`src/rtl/tug_key_conditioner.sv`:
```
// Per-player button front end: two-flop synchronizer, stability debouncer and
// rising-edge press pulse for the left and right keys, with optional tie cancel.
module tug_key_conditioner #(
  parameter int DEBOUNCE_CYCLES = 4,
  parameter int TIE_CANCEL      = 1
) (
  input  logic clock,
  input  logic reset,
  input  logic left_key_n,
  input  logic right_key_n,
  output logic left_press,
  output logic right_press,
  output logic left_held,
  output logic right_held
);

  localparam int CW = $clog2(DEBOUNCE_CYCLES + 1);
  localparam logic [CW-1:0] CNT_LAST = CW'(DEBOUNCE_CYCLES - 1);
  localparam logic [CW-1:0] CNT_ONE  = CW'(1);

  // Channel index 0 is the left key, 1 is the right key.
  logic [1:0]    key_s;
  logic [1:0]    s1_r;
  logic [1:0]    s2_r;
  logic [1:0]    db_r;
  logic [1:0]    press_r;
  logic [CW-1:0] cnt_r [0:1];
  logic [1:0]    p_s;
  logic [1:0]    done_s;
  logic [1:0]    rise_s;
  logic [1:0]    press_nxt_s;

  assign key_s = {right_key_n, left_key_n};

  // Acceptance detection, press candidates and same-cycle tie arbitration.
  always_comb begin
    p_s         = ~s2_r;
    done_s      = 2'b00;
    rise_s      = 2'b00;
    press_nxt_s = 2'b00;
    for (int i = 0; i < 2; i++) begin
      done_s[i] = (p_s[i] != db_r[i]) && (cnt_r[i] == CNT_LAST);
      rise_s[i] = done_s[i] & p_s[i];
    end
    if ((TIE_CANCEL != 0) && (rise_s == 2'b11)) begin
      press_nxt_s = 2'b00;
    end else begin
      press_nxt_s = rise_s;
    end
  end

  // Synchronizer, debounce counters, accepted levels and press registers.
  always_ff @(posedge clock) begin
    if (!reset) begin
      s1_r    <= 2'b11;
      s2_r    <= 2'b11;
      db_r    <= 2'b00;
      press_r <= 2'b00;
      for (int i = 0; i < 2; i++) begin
        cnt_r[i] <= '0;
      end
    end else begin
      s1_r    <= key_s;
      s2_r    <= s1_r;
      press_r <= press_nxt_s;
      for (int i = 0; i < 2; i++) begin
        if (p_s[i] == db_r[i]) begin
          cnt_r[i] <= '0;
        end else if (done_s[i]) begin
          db_r[i]  <= p_s[i];
          cnt_r[i] <= '0;
        end else begin
          cnt_r[i] <= cnt_r[i] + CNT_ONE;
        end
      end
    end
  end

  assign left_press  = press_r[0];
  assign right_press = press_r[1];
  assign left_held   = db_r[0];
  assign right_held  = db_r[1];

endmodule

```
`config.mk`:
```
export PLATFORM = sky130hd
export DESIGN_NAME = tug_key_conditioner
export DESIGN_NICKNAME = d
export VERILOG_FILES = /design/src/rtl/tug_key_conditioner.sv
export SDC_FILE = /design/constraint.sdc
export NUM_CORES = 1
export LEC_CHECK = 0
export CORE_AREA = 2 2 39 41
export CTS_CLUSTER_DIAMETER = 200
export DETAILED_ROUTE_END_ITERATION = 6
export DIE_AREA = 0 0 41 43
export PLACE_DENSITY = 0.64
export SYNTH_ARGS = -nofsm -noshare
export SYNTH_HDL_FRONTEND = slang
export SYNTH_SLANG_ARGS = --single-unit
```
`constraint.sdc`:
```
create_clock -name clock -period 1.86 [get_ports clock]
set_input_delay 0.279 -clock clock [delete_from_list [all_inputs] [get_ports clock]]
set_output_delay 0.279 -clock clock [all_outputs]
set_load 0.05 [all_outputs]
```
==> impl_metrics.json, run 1 <==
{
  "yosysWarnings": 0,
  "drc_errors": 0,
  "clock-sinks": 14,
  "crit_path_end_kind": "output port",
  "cp_top_family": "buffers and inverters",
  "tns_ns": 0,
  "setup_viol": 0,
  "min_path_type": "reg2reg",
  "min_from": "s1_r[1]",
  "fillers": 137,
  "post_cts_buffers": 0,
  "fin_util_pct": 51.6,
  "cts_buffers": 3,
  "yosys-mux-area-fraction_pct": 0,
  "cp_slowest_cell": "clkdlybuf4s50_1",
  "crit_start": "db_r[0]",
  "ctsResizeCount": 0,
  "synth.avg_cell_area_sq_um": 13.5,
  "fin_area_sq_um": 714,
  "rsz0062_at_grt": "no",
  "r2r-start": "cnt_r[1][0]",
  "vias": 338,
  "viasPerCell": 4.57,
  "cp_num_buf_inv": 1,
  "place_area_sq_um": 678,
  "first_pass_iters": 3,
  "grt_pass1_vias": 301,
  "worstRegToRegCells": 4,
  "cts_hold_buf": 0,
  "vdd_drop_max_uv": 369,
  "period_minus_slack_ns": 1.77,
  "portBuffers": 7,
  "stdcell_count": 74,
  "clkTransAtPathRegs_ns": 0.08,
  "status": "finished, final reports clean",
  "dpl.hpwl_um": 548,
  "wl_um": 727,
  "synth_fa_ha_area_share_pct": 8.83,
  "crit_chain": "clkdlybuf4s50_1",
  "synth_top_family_by_area": "simple AND/OR/NAND/NOR gates",
  "globalplace.congestion": 0.585,
  "ant_nets": 0,
  "die_w_um": 41,
  "p_per_area_mw_per_mm2": 836,
  "grt.overflow.total": 0,
  "dp.cells": 70,
  "layout_commonest_cell": "dfxtp_1",
  "synth_cell_type_count": 16,
  "worst_setup_path_start_kind": "register",
  "crit_type": "reg2out",
  "crit_fanout": 4,
  "core.rowCount": 14,
  "critPathMaxStageDelay_ns": 0.82,
  "antenna_cells": 0,
  "slew_violations": 0,
  "grtUsageTotal_pct": 10.7,
  "clk_latency_ns": 0.27,
  "die_h_um": 43,
  "cts_tree": "built",
  "netSwitchingFraction_pct": 20.6,
  "initial_core_util_pct": 41.0,
  "p_total_w": 0.000598,
  "finClkSkew_ns": 0.000693,
  "synth-simple-area-share_pct": 21.6,
  "ios": 8,
  "clk_path_buf_depth": 2,
  "wl_per_cell_um": 9.82,
  "root_buffer": "clkbuf_4",
  "synthCells": 42,
  "hold_viol_final": 0,
  "synthXorXnorAreaFrac_pct": 3.09,
  "dr.first_iter.drc_count": 5,
  "p_sw_w": 0.000123,
  "antenna_found_initial": 0,
  "grt_max_degree": 9,
  "die_area_sq_mm": 0.00176,
  "pwr-share-clk_pct": 35.8,
  "fmax_ghz": 0.564,
  "min_path_cells": 1,
  "synth_compound_area_share_pct": 3.53,
  "fin_crit_sh_pct": 95.3,
  "core_area_sq_mm": 0.00138,
  "cts.htree.levels": 1,
  "worst-path-stages": 1,
  "syn_area_sq_um": 567,
  "p_comb_share_pct": 7.5,
  "yosysSeqAreaShare_pct": 60.0,
  "layout_common_cells": "dfxtp_1 (8), clkdlybuf4s50_1 (7), edfxtp_1 (6), conb_1 (6)",
  "grt_pass1_wl_mm": 1.18,
  "p_int_w": 0.000474,
  "area_delta_synth_final_pct": 26.0,
  "drive_gt1_share_pct": 10.3,
  "power.share.sequential_pct": 56.6,
  "p_leak_nw": 0.298,
  "nets": 67,
  "cp_data_arrival_time_ns": 1.49,
  "cap_viol_max_count": 0,
  "yosys_register_bits": 14,
  "crit_required_ns": 1.58
}
-- power by group through the flow --
stage | registers, W | clock network [W] | logic [W]
4_1_cts | 0.000339 | 0.000226 | 0.0000452
3_3_place_gp | 0.000345 | 0 | 0.0000447
3_5_place_dp | 0.000346 | 0 | 0.0000450
6_report | 0.000338 | 0.000214 | 0.0000451
2_1_floorplan | 0.000351 | 0 | 0.0000236
5_1_grt | 0.000340 | 0.000236 | 0.0000499
-- final timing paths --
| path | to | slack, ns |
|---|---|---|
| setup reg to reg | press_r[0] | 0.40 |
| hold reg to reg | s2_r[1] | 0.41 |
| setup / recovery | left_held | 0.09 |
| hold / removal | s2_r[1] | 0.41 |
-- layout make-up --
type	count	area (sq um)	share of cell area, %
clock buffers	4	36.3	5.08
inverters	2	7.51	1.05
multi-input cells	30	233	32.6
flip-flops and latches	14	340	47.6
well taps	16	20.0	2.80
repair buffers	8	77.6	10.9
-- per-stage QoR --
step	hold slack (ns)	worst slack, ns
floorplan	0.352	0.510
global route	0.423	0.0363
detailed placement	0.394	0.390
CTS	0.415	0.0662
finish	0.411	0.0882
global placement	0.390	0.411
-- layer usage --
metal,share of wire (%),GRT usage (%),vias up
li1,-,-,178
met1,50,13.4,149
met2,42,13.8,9
met3,5.1,3.14,2
met4,2.9,10.0,0
met5,0,0,-
-- synthesized netlist by cell type (all sizes together) --
master	count	area share, %
inv	2	1.3
or3b	1	1.5
nor4b	4	6.2
dfxtp	8	28
nor4bb	2	3.5
nand2	2	1.3
nor3b	2	3.5
xor2	2	3.1
o211a	2	3.5
buf	1	0.88
conb	1	0.66
ha	4	8.8
and3	1	1.1
edfxtp	6	32
nand2b	4	4.4
-- cell families after synthesis --
logic type      after synthesis
buf+inv                       3
compound gates                2
fa+ha+maj                     4
simple gates                 16
flops                        14
xor+xnor                      2
other cells                   1
-- flip-flops by register name, indices dropped and copies added, names as in the netlist --
signal and count:
cnt_r 6, db_r 2, press_r 2, s1_r 2, s2_r 2
No activity file was read; power rests on OpenSTA's default activity.
==> run 2, diff against run 1 <==
==> constraint.sdc (replaced) <==
create_clock -name clock -period 1.86 [get_ports clock]
set_input_delay 0.372 -clock clock [delete_from_list [all_inputs] [get_ports clock]]
set_output_delay 0.372 -clock clock [all_outputs]
set_load 0.05 [all_outputs]
==> run 2 against run 1 <==
Clock skew about the same. Total power up 1.3%. Non-clock buffer count unchanged. Routed wire length up 7.0%. Register-to-register slack better by 0.03 ns.
==> impl_metrics.json, run 2 (synthesis gave the netlist of run 1 again) <==
{
  "met1Wirelength_um": 409,
  "dr.first_iter.drc_count": 4,
  "core_area_sq_mm": 0.00138,
  "worst-path-stages": 1,
  "largest-register": "cnt_r",
  "crit_required_ns": 1.49,
  "fin_crit_sh_pct": 94.9,
  "reg2reg_setup_slack_ns": 0.43,
  "antenna_found_initial": 0,
  "clkTransAtPathRegs_ns": 0.09,
  "die_h_um": 43,
  "stdcell_count": 74,
  "cp_slowest_cell": "clkdlybuf4s50_1",
  "grt_max_degree": 12,
  "worstRegToRegCells": 4,
  "vdd_drop_max_uv": 400,
  "clk_path_buf_depth": 2,
  "crit_type": "reg2out",
  "crit_fanout": 1,
  "reg2reg_to": "press_r[0]",
  "initial_core_util_pct": 41.0,
  "grt_pass1_wl_mm": 1.35,
  "min_path_type": "reg2reg",
  "dp.cells": 70,
  "vias": 344,
  "portBuffers": 7,
  "root_buffer": "clkbuf_4",
  "highest_layer": "met4",
  "crit_chain": "clkdlybuf4s50_1",
  "antenna_cells": 0,
  "rsz0062_at_grt": "no",
  "wl_met3_um": 34,
  "wl_per_cell_um": 10.5,
  "status": "finished, final reports clean",
  "ant_nets": 0,
  "core.rowCount": 14,
  "tns_ns": 0,
  "wl_um": 778,
  "wl_met2_um": 318,
  "cts_buffers": 3,
  "die_w_um": 41,
  "crit_path_end_kind": "output port",
  "worst_setup_path_start_kind": "register",
  "cts_tree": "built",
  "layout_common_cells": "dfxtp_1 (8), edfxtp_1 (6), conb_1 (6)",
  "fillers": 134,
  "globalplace.congestion": 0.746,
  "largest_register_ffs": 6,
  "hold_end": "s2_r[1]",
  "cts_hold_buf": 0,
  "slew_violations": 0,
  "post_cts_buffers": 0,
  "fin_area_sq_um": 709,
  "min_from": "s1_r[1]",
  "setup_viol": 0,
  "die_area_sq_mm": 0.00176,
  "viasPerCell": 4.65,
  "first_pass_iters": 2,
  "cts.htree.levels": 1,
  "min_path_cells": 1,
  "drive_gt1_share_pct": 13.8,
  "layout_commonest_cell": "dfxtp_1",
  "p_leak_nw": 0.302,
  "fin_util_pct": 51.3,
  "cp_num_buf_inv": 1,
  "p_per_area_mw_per_mm2": 853,
  "clk_latency_ns": 0.28,
  "finClkSkew_ns": 0.000480,
  "ios": 8,
  "grt.overflow.total": 0,
  "ctsResizeCount": 0,
  "critPathMaxStageDelay_ns": 0.79,
  "cap_viol_max_count": 0,
  "hold_viol_final": 0,
  "whs_ns": 0.413,
  "grt_pass1_vias": 315,
  "drc_errors": 0,
  "dpl.hpwl_um": 537,
  "nets": 67,
  "place_area_sq_um": 673,
  "grtUsageTotal_pct": 12.9,
  "period_minus_slack_ns": 1.77,
  "area_delta_synth_final_pct": 25.2,
  "r2r-start": "cnt_r[1][0]",
  "fmax_ghz": 0.566,
  "clock-sinks": 14,
  "cp_top_family": "buffers and inverters",
  "cp_data_arrival_time_ns": 1.39
}
run 2: worst max path at each step:
| stage | startpoint | slack [ns] | endpoint |
|---|---|---|---|
| 2_1_floorplan | cnt_r[1][0] | 0.51 | press_r[0] |
| 3_3_place_gp | reset | 0.35 | cnt_r[0][0] |
| 3_5_place_dp | reset | 0.33 | cnt_r[0][0] |
| 4_1_cts | press_r[1] | 0.07 | right_press |
| 5_1_grt | press_r[1] | 0.03 | right_press |
| 6_report | press_r[1] | 0.09 | right_press |
run 2: metrics by stage:
stage                     setup slack, ns  total power, W
after floorplan                     0.510        0.000374
after global placement              0.355        0.000390
after detailed placement            0.329        0.000391
after CTS                          0.0666        0.000617
after global routing               0.0320        0.000640
final                              0.0939        0.000605
run 2: per-layer routing:
metal | track usage (%) | up-vias
met1 | 16.0 | 154
met5 | 0 | -
met2 | 14.4 | 7
li1 | - | 181
met4 | 14.0 | 0
met3 | 6.28 | 2
run 2: layout make-up:
type                       instances  area [sq um]  area share (%)
sequential                        14           340            48.0
multi-input combinational         30           233            32.8
timing repair buffer               8          72.6            10.2
clock buffer                       4          36.3            5.11
tap                               16          20.0            2.82
inverter                           2          7.51            1.06
run 2: power by group:
part | internal [W] | switching (W)
Combinational | 0.0000222 | 0.0000225
Sequential | 0.000333 | 0.00000609
Clock | 0.000119 | 0.000103
Total | 0.000474 | 0.000131
==> patch 1: new RTL, config.mk and constraints of run 1 <==
Reset style: asynchronous (`reset`), changed in one clocked block.
--- a/src/rtl/tug_key_conditioner.sv
+++ b/src/rtl/tug_key_conditioner.sv
@@ -50,7 +50,7 @@
   end
 
   // Synchronizer, debounce counters, accepted levels and press registers.
-  always_ff @(posedge clock) begin
+  always_ff @(posedge clock or negedge reset) begin
     if (!reset) begin
       s1_r    <= 2'b11;
       s2_r    <= 2'b11;
Function: differs if reset is asserted again (counterexample within 10 cycles, from zero or initial values and one cycle with reset low); with reset held inactive, the same outputs for 10 cycles.
==> patch 1 against run 1 <==
Area after synthesis decreased by 6.6%. Cell area decreased by 10%. Final cell count decreased by 16%. Core utilization decreased by 5.3 points. Via count decreased by 12%. Sequential cell count unchanged. Routed wire length decreased by 3.4%. Worst setup slack improved by 98 ps. Fmax increased by 5.8%. Critical endpoint is now right_press. Highest routed layer is now met3.
Power is not compared: it rests on default switching activity, and its combinational part moved more than twofold at a synthesized area within 25%.
==> patch 1: results (changes against run 1) <==
largest net degree at the start of global routing=15 (+6); Hold Path Class=register to register; layout cell share with drive strength beyond 1=21.7% (+11 points); routed wire length=702 µm (-3.4%); via count=299 (-12%); Synth Flop Type=dfrtp_1; total track usage=12.5% (+1.8 points); vias in the first global route=352 (+17%); Synth cell types=11 (-5); Post-Syn Nets=41; complex-gate fraction of the synthesized area=1.65% (-1.9 points); hpwl dp=551 µm (+0.55%); Seq/Total Area, Yosys=67.1% (+7.1 points); fillers=128 (-6.6%); Synth top cells by count=10 x dfrtp_1, 6 x nor3b_1, 4 x dfstp_2, 4 x inv_1; mux cell area share after synthesis=3.78% (+3.8 points); first-pass GRT wire length=1430 µm (+21%); DR pass1 iterations=2 (-1); post-layout net count=53 (-21%); async set or reset register ratio after synthesis=100% (+100 points); worst-path maximum fanout=1 (-3); XOR/XNOR Fraction of Synth Area=3.31% (+0.22 points); GPL Wtd Cong=0.666 (+14%); initial antenna violation count=0 (unchanged); Root Driver=clkbuf_4; worst stage delay on the critical path=790 ps (-30 ps); Post-Synth Adder-Cell Area=4.73% (-4.1 points); LEAKAGE=0.298 nW; Data arrival, critical path=1390 ps (-100 ps); status=finished clean; Worst Clk Skew=6.26 ps (+5.56 ps)
## patch 1: cell count changes in the layout (fill, tap and decap cells not counted), sizes merged, moves of 3 or more
| cell | delta |
|---|---|
| nor3b | +4 |
| dfstp | +4 |
| edfxtp | -6 |
| conb | -6 |
| dfrtp | +10 |
| dfxtp | -8 |
| nor4b | -3 |
## patch 1: path summary, 6_finish.rpt
check	start	to	slack, ps	cells after the start
min in group asynchronous	reset	cnt_r[5]	380	1
max in group asynchronous	reset	db_r[1]	1080	1
worst min register to register	s1_r[0]	s2_r[0]	350	0
worst max-delay path	press_r[1]	right_press	190	1
worst max register to register	cnt_r[0]	press_r[0]	800	3
worst min-delay path	s1_r[0]	s2_r[0]	350	0
## patch 1: metal layers
layer	wire length (µm)	vias to the layer above	share of wire, %	track usage [%]
li1	-	142	-	-
met1	270	151	38	13.4
met2	404	6	58	18.4
met3	27	0	3.8	6.28
met4	0	0	0	8.00
met5	0	-	0	0
## patch 1: area by class of cell
class	count	area (µm²)	area share, %
clock buffers	4	26.3	4.10
inverters	4	15.0	2.34
multi-input cells	17	159	24.8
flip-flops and latches	14	355	55.5
well taps	16	20.0	3.13
repair buffers	7	65.1	10.2
## patch 1: per-stage QoR
stage,cells,instance area (µm²),setup WS [ps],hold slack [ps],util (%)
6_report,62,641,186,351,46.3
5_1_grt,62,641,111,359,46.3
4_1_cts,62,641,162,351,46.3
3_5_place_dp,58,614,479,348,44.4
3_3_place_gp,58,614,492,346,44.4
2_1_floorplan,35,529,722,-16.6,-
## patch 1: cell families (layout without fill, tap and decap cells)
kind of cell | Yosys count | in the layout
compound gates | 1 | 1
xor+xnor | 2 | 2
fa+ha+maj | 2 | 2
buf+inv | 4 | 15
flops | 14 | 14
mux | 2 | 2
simple gates | 10 | 10
==> patch 2: new RTL, flow settings as in run 1 <==
Made on the original files. `DEBOUNCE_CYCLES`: 4 -> 16.
--- a/src/rtl/tug_key_conditioner.sv
+++ b/src/rtl/tug_key_conditioner.sv
@@ -1,7 +1,7 @@
 // Per-player button front end: two-flop synchronizer, stability debouncer and
 // rising-edge press pulse for the left and right keys, with optional tie cancel.
 module tug_key_conditioner #(
-  parameter int DEBOUNCE_CYCLES = 4,
+  parameter int DEBOUNCE_CYCLES = 16,
   parameter int TIE_CANCEL      = 1
 ) (
   input  logic clock,
Behaviour: not the same (Yosys sat finds a counterexample within 10 cycles, from zero or initial values and one cycle with reset low).
==> patch 2 against run 1 <==
Area after synthesis is 32% higher. Sequential power increased by 30%. Sequential cell count increased by 4. Worst setup slack worse by 15 ps. Critical path depth unchanged. Power is 12% higher. Combinational power fell by 20%. Cell area increased by 25%. Routed wire length rose by 25%.
==> patch 2: results (changes against run 1) <==
Multi-In Gates=49 (+63%); Hold Slack=414 ps (+3.34 ps); Initial DRC Count=6 (+1); sw frac=20.2% (-0.47 points); LEAKAGE=0.384 nW (+29%); Final period util=96.1% (+0.83 points); GPL Wtd Cong=0.624 (+6.8%); dpl cells=94 (+34%); Syn Inst Count=63 (+50%); invs w/o clock=4 (+2); Seq/Total Area, Yosys=61.3% (+1.3 points); bufs w/o clock=7 (-1); first-pass GRT wire length=1450 µm (+23%); vias in the first global route=386 (+28%); Data arrival, critical path=1510 ps (+20 ps); largest net degree at the start of global routing=11 (+2); Place WS=241 ps (-149 ps); r2r endpoint=cnt_r[1][3]; Synth top cells by count=11 x nor2_1, 10 x edfxtp_1, 8 x dfxtp_1; routed wire length=911 µm (+25%); Post-Synth Adder-Cell Area=6.67% (-2.2 points); Setup crit start=db_r[0]; met1 wire length=466 µm (+28%); status=finished clean; Routed met3 length=25 µm (-32%); Syn-to-layout area delta=19.3%; number of synthesized flops with an enable pin=10 (+4); complex-gate fraction of the synthesized area=2.67% (-0.87 points); DR pass1 iterations=4 (+1); post-layout net count=91 (+36%); FF-to-FF path depth=5 (+1); Avg Vias per Cell=4.46 (-2.4%); Synth cell types=16 (unchanged); max FFs per register=10 (+4); worst IR drop on VDD=0.468 mV (+27%); fillers=117 (-15%); multi-input logic area=304 µm² (+31%); r2r setup slk=250 ps (-150 ps); met2 usage=16.9% (+3.1 points); DP Area=870 µm² (+28%); hpwl dp=693 µm (+26%); total track usage=12.8% (+2.1 points); layout cell share with drive strength beyond 1=6.10% (-4.2 points); via count=437 (+29%); ranking of synthesized cells by area=edfxtp_1 40%, dfxtp_1 21%, ha_1 6.7%; FF+latch count, synth=18 (+4); XOR/XNOR Fraction of Synth Area=7.00% (+3.9 points)
[patch 2: changes by cell type after synthesis, moves of 2 or more]
cell | before | now
nand3b_2 | 0 | 2
xnor2_1 | 0 | 4
and3_1 | 1 | 3
edfxtp_1 | 6 | 10
nor4bb_1 | 2 | 0
nor2_1 | 0 | 11
nor4b_1 | 4 | 0
inv_1 | 2 | 4
nand3_1 | 0 | 2
[patch 2: worst min path at each step]
stage,from,end
6_report,s1_r[1],s2_r[1]
4_1_cts,s1_r[1],s2_r[1]
3_3_place_gp,s1_r[1],s2_r[1]
3_5_place_dp,s1_r[1],s2_r[1]
5_1_grt,s1_r[0],s2_r[0]
2_1_floorplan,left_key_n,s1_r[0]
[patch 2: power groups by stage]
stage	clock network (W)	registers, W	logic [W]
after CTS	0.000208	0.000441	0.0000366
after detailed placement	0	0.000450	0.0000363
after floorplan	0	0.000450	0.0000255
final	0.000192	0.000441	0.0000363
after global routing	0.000218	0.000443	0.0000413
after global placement	0	0.000450	0.0000359
